### config.mk
export PLATFORM = sky130hd
export DESIGN_NAME = nibbler_bus_arbiter
export DESIGN_NICKNAME = d
export VERILOG_FILES = /design/src/rtl/nibbler_bus_arbiter.sv
export SDC_FILE = /design/constraint.sdc
export NUM_CORES = 1
export LEC_CHECK = 0
export CAP_MARGIN = 20
export CORE_AREA = 5 5 51 53
export DETAILED_ROUTE_END_ITERATION = 8
export DIE_AREA = 0 0 56 58
export DONT_BUFFER_PORTS = 1
export PLACE_DENSITY = 0.78
export RECOVER_POWER = 100
export SLEW_MARGIN = 20
export SYNTH_ARGS = -nofsm -noshare
export SYNTH_HDL_FRONTEND = slang
export SYNTH_SLANG_ARGS = --single-unit
### constraint.sdc
create_clock -name clk -period 2.57 [get_ports clk]
set_input_delay 0.3855 -clock clk [delete_from_list [all_inputs] [get_ports clk]]
set_output_delay 0.3855 -clock clk [all_outputs]
set_load 0.05 [all_outputs]
### src/rtl/nibbler_bus_arbiter.sv
// Registered round-robin arbiter for the shared 4-bit Nibbler data bus.
// Grants one requester at a time and drives active-low output enables.
// A one-cycle turnaround separates owners so that bus drivers never overlap.
// A hold timeout recovers the bus from an owner that never releases it.
module nibbler_bus_arbiter #(
    parameter int NUM_REQ  = 4,
    parameter int MAX_HOLD = 8
) (
    input  logic                       clk,
    input  logic                       reset,
    input  logic [NUM_REQ-1:0]         req,
    input  logic [NUM_REQ-1:0]         lock,
    input  logic                       clr_err,
    output logic [NUM_REQ-1:0]         gnt,
    output logic [NUM_REQ-1:0]         notOe,
    output logic [$clog2(NUM_REQ)-1:0] owner,
    output logic                       busy,
    output logic                       timeout_err,
    output logic [$clog2(NUM_REQ)-1:0] err_id
);

    localparam int IDX_W  = $clog2(NUM_REQ);
    localparam int HOLD_W = (MAX_HOLD > 0) ? $clog2(MAX_HOLD + 1) : 1;
    localparam logic [HOLD_W-1:0] HOLD_LAST = (MAX_HOLD > 0) ? HOLD_W'(MAX_HOLD - 1) : '0;
    localparam logic [IDX_W-1:0]  LAST_IDX  = IDX_W'(NUM_REQ - 1);
    localparam logic [NUM_REQ-1:0] ONE_HOT0 = {{(NUM_REQ-1){1'b0}}, 1'b1};

    typedef enum logic [1:0] {IDLE, GRANT, TURN} state_t;

    state_t            state;
    logic [IDX_W-1:0]  rr_ptr;
    logic [HOLD_W-1:0] hold_cnt;
    logic [IDX_W-1:0]  winner;
    logic              release_now;
    logic              timeout_now;

    // Index increment with an explicit wrap, so non-power-of-2 counts work.
    function automatic logic [IDX_W-1:0] next_idx(input logic [IDX_W-1:0] i);
        return (i == LAST_IDX) ? '0 : i + 1'b1;
    endfunction

    // First requester at or above ptr, wrapping around modulo NUM_REQ.
    function automatic logic [IDX_W-1:0] pick_winner(input logic [NUM_REQ-1:0] r,
                                                     input logic [IDX_W-1:0]   ptr);
        logic [IDX_W-1:0] idx;
        logic [IDX_W-1:0] win;
        logic             found;
        idx   = ptr;
        win   = '0;
        found = 1'b0;
        for (int i = 0; i < NUM_REQ; i++) begin
            if (!found && r[idx]) begin
                win   = idx;
                found = 1'b1;
            end
            idx = next_idx(idx);
        end
        return win;
    endfunction

    // Arbitration winner plus release/timeout decisions for the current owner.
    always_comb begin
        winner      = pick_winner(req, rr_ptr);
        release_now = !req[owner] && !lock[owner];
        timeout_now = (MAX_HOLD != 0) && (hold_cnt == HOLD_LAST) && !release_now;
    end

    // Enables are the inverse of the registered grant, so they are glitch-free too.
    assign notOe = ~gnt;

    // Arbiter FSM with registered grant, owner, busy and error outputs.
    always_ff @(posedge clk or posedge reset) begin
        if (reset) begin
            state       <= IDLE;
            gnt         <= '0;
            owner       <= '0;
            busy        <= 1'b0;
            rr_ptr      <= '0;
            hold_cnt    <= '0;
            timeout_err <= 1'b0;
            err_id      <= '0;
        end else begin
            case (state)
                IDLE, TURN: begin
                    if (clr_err) begin
                        timeout_err <= 1'b0;
                        err_id      <= '0;
                    end
                    if (|req) begin
                        state    <= GRANT;
                        gnt      <= ONE_HOT0 << winner;
                        owner    <= winner;
                        busy     <= 1'b1;
                        hold_cnt <= '0;
                    end else begin
                        state <= IDLE;
                        gnt   <= '0;
                        busy  <= 1'b0;
                    end
                end
                GRANT: begin
                    if (release_now || timeout_now) begin
                        state  <= TURN;
                        gnt    <= '0;
                        busy   <= 1'b0;
                        rr_ptr <= next_idx(owner);
                    end else if ((MAX_HOLD != 0) && (hold_cnt != HOLD_LAST)) begin
                        hold_cnt <= hold_cnt + 1'b1;
                    end
                    // A new timeout takes precedence over a simultaneous clear.
                    if (timeout_now) begin
                        timeout_err <= 1'b1;
                        err_id      <= owner;
                    end else if (clr_err) begin
                        timeout_err <= 1'b0;
                        err_id      <= '0;
                    end
                end
                default: begin
                    state <= IDLE;
                    gnt   <= '0;
                    busy  <= 1'b0;
                end
            endcase
        end
    end

endmodule
==> results_dict.tcl <==
set metrics [dict create \
    clock.fmax_mhz 423.0 \
    hold_violations 0 \
    avgSynthCellArea_um2 9.064 \
    antenna_found_initial 0 \
    synth_area_leaders "dfrtp_1 36%, nand2_1 5.7%, mux2_2 3.8%" \
    outcome "completed" \
    cts.htree.levels 1 \
    hold_buffers 0 \
    reg2reg_to "gnt[2]$_DFFE_PP0P_" \
    place.port_buffers 0 \
    clkTransAtPathRegs_ns 0.10 \
    synth_xor_area_frac 0.01475 \
    cts_setup_buffers 0 \
    syn-num-nets 145 \
    grt_use_met3 0.06013 \
    period_minus_slack_ns 2.364 \
    p_sw_frac 0.5349 \
    drt_iter0_drc 35 \
    required_ns 2.76 \
    synthMuxAreaShare 0.09062 \
    p_int_mw 0.8026 \
    synth-adder-area-share 0.03161 \
    min_period_over_period 0.9199 \
    tightestPinTransition_ns 0.9384 \
    leakagePower_nw 0.5330 \
    global_route.overflow_total 0 \
    fin_area_mm2 0.001204 \
    slew_headroom 0.3744 \
    ys.flop_type "dfrtp_1" \
    r2r_cells 6 \
    rsz0062_at_grt "no" \
    crit_chain "ha_1 -> xnor2_1 -> a31o_2 -> a222oi_1 -> o32ai_1 -> a32o_1" \
    antenna_cells 0 \
    clock_latency_ns 0.29 \
    synth-seq-cells 17 \
    rows 17 \
    grt_busiest_layer "met2" \
    ctsResizeCount 0 \
    synth_area_leader_cell "dfrtp_1" \
    die_h_um 58 \
    worstSetupStartpointType "register" \
    drc_errors 0 \
    gr-usage-met1 0.2358 \
    die-width_um 56 \
    grt_pass1_vias 992 \
    min_path_type "primary input to asynchronous set/reset pin" \
    synth_top_family_by_area "compound AO/OA/AOI/OAI gates" \
    netlist.area_leader.share 0.3583 \
    grt_usage 0.1758 \
    clock-root-buffer "clkbuf_4" \
    drv_slew 0 \
    fin_setup_tns_ns 0 \
    gr-usage-met2 0.2688 \
    grt_max_degree 19 \
    p_switching_mw 0.9230 \
    critical_path_class "register to register" \
    endpoint_kind "register" \
    synth_edf_count 0 \
    finalNonFillerCells 159 \
    power_mw 1.726 \
    clock_skew_ns 0.005495 \
    clockBufferDepth 2 \
    p_clk_frac 0.084 \
    detail-route-antenna-nets 0 \
    synthesis.area_mm2 0.001187 \
    placed_cells 155 \
    yosysSeqAreaShare 0.3583 \
    synthArstFlopShare 1.000 \
    initial_core_util 0.5639 \
    vias_per_cell 6.352 \
    core_area_mm2 0.002106 \
    dp_hpwl_um 1966 \
    combPwrFrac 0.603 \
    num_vias 1010 \
    yosys.area_share.simple 0.1886 \
    wl_per_cell_um 16.45 \
    place_area_mm2 0.001189 \
    cts_made_buffers 3 \
    cts_tree "done" \
    critical_path_arrival_ns 2.56 \
    setup_violations 0 \
    peakVddDrop_uv 842.2 \
    power_density_mw_per_mm2 1434 \
    cts_sinks 17 \
    pin_count 25 \
    synthCells 131 \
    seqPwrFrac 0.313 \
    yosys_warnings 0 \
    yosys.cell_types.count 44 \
    dieArea_mm2 0.003248 \
    cp_max_fo 13 \
    routed_wirelength_um 2616 \
    cpPeakStageDelay_ns 0.56 \
    reg2reg_from "rr_ptr[0]$_DFFE_PP0N_" \
    cap_violations 0 \
    drt_pass1_iterations 4 \
    final_nets 146 \
    place.gp.congestion 0.8876 \
    grt_pass1_wl_um 4629 \
    crit_path_top_delay_cell "ha_1" \
    area_growth_pct 1.369 \
    drive_gt1_frac 0.1298 \
    synth-compound-area-share 0.2339 \
    r2r_setup_slack_ns 0.21 \
]
[kinds of logic (layout without fill, tap and decap cells)]
group,Yosys count,after routing
simple gates,47,47
fa+ha+maj,3,3
flops,17,17
xor+xnor,2,2
mux,9,9
compound gates,36,36
buf+inv,17,17
[worst max-delay path: cells and delay by family (launching register included)]
family,cells,cell delay (ns)
flip-flops,1,0.39
adder cells (fa/ha/maj),1,0.56
XOR/XNOR,1,0.19
AO/OA/AOI/OAI,4,1.12
[layout by cell type, fill, tap and decap left out, types with 2 or more instances in the layout]
cell,instances
clkbuf_1,2
o21a_1,2
a32o_1,2
buf_4,2
mux2i_1,4
a21oi_1,4
nand2_1,18
mux2_2,4
a21o_1,3
inv_1,9
clkbuf_4,3
nor3_1,6
ha_1,3
xnor2_1,2
nand3_1,3
nor2b_1,2
o21ai_0,7
dfrtp_1,17
nor2_1,12
o31ai_1,3
[synth_stat cells (2+ instances only)]
| master | instances |
|---|---|
| nand2_1 | 18 |
| dfrtp_1 | 17 |
| nor2_1 | 12 |
| inv_1 | 9 |
| o21ai_0 | 7 |
| nor3_1 | 5 |
| a21oi_1 | 4 |
| mux2_2 | 4 |
| mux2i_1 | 4 |
| a21o_1 | 3 |
| clkbuf_8 | 3 |
| ha_1 | 3 |
| nand3_1 | 3 |
| o31ai_1 | 3 |
| a32o_1 | 2 |
| buf_2 | 2 |
| clkbuf_1 | 2 |
| nor2b_1 | 2 |
| o21a_1 | 2 |
| xnor2_1 | 2 |
[stage by stage]
step	setup slack (ns)	hold slack, ns	utilization
final	0.2058	0.05025	0.5716
after global routing	0.05390	0.09559	0.5716
after CTS	0.2062	0.06555	0.5775
after detailed placement	0.2184	0.3945	0.5645
after global placement	0.3263	0.3910	0.5645
after floorplan	0.2092	0.3116	-
[power by group through the flow]
stage	Clock [mW]	Combinational (mW)	Sequential (mW)
CTS	0.150	1.05	0.542
global route	0.166	1.14	0.558
detailed placement	0	1.05	0.548
global placement	0	1.01	0.543
floorplan	0	0.859	0.589
finish	0.144	1.04	0.540
[area by class of cell]
class	instances	area (µm²)
multi-input cells	97	659.4
flip-flops and latches	17	425.4
repair buffers	4	22.52
well taps	28	35.03
clock buffers	3	22.52
fillers	192	902.1
inverters	9	33.78
clock inverters	1	5.005
[sequential cells by signal, indices dropped and copies added, names as in the netlist]
name,cells
owner,2
hold_cnt,4
rr_ptr,2
state,2
err_id,2
timeout_err,1
gnt,4
[layer usage]
metal | up-vias | part of all wire
li1 | 480 | -
met1 | 487 | 0.45
met2 | 39 | 0.47
met3 | 4 | 0.068
met4 | 0 | 0.0099
met5 | - | 0
[worst max path at each step]
stage / cells past startpoint / endpoint / startpoint / slack (ns)
floorplan: 5 / hold_cnt[0]$_DFFE_PP0P_ / owner[0]$_DFFE_PP0P_ / 0.21
global placement: 6 / gnt[2]$_DFFE_PP0P_ / rr_ptr[0]$_DFFE_PP0N_ / 0.33
detailed placement: 6 / gnt[2]$_DFFE_PP0P_ / rr_ptr[0]$_DFFE_PP0N_ / 0.22
CTS: 6 / gnt[2]$_DFFE_PP0P_ / rr_ptr[0]$_DFFE_PP0N_ / 0.21
global route: 6 / gnt[2]$_DFFE_PP0P_ / rr_ptr[0]$_DFFE_PP0N_ / 0.05
finish: 6 / gnt[2]$_DFFE_PP0P_ / rr_ptr[0]$_DFFE_PP0N_ / 0.21
No activity file was read; power rests on OpenSTA's default activity.
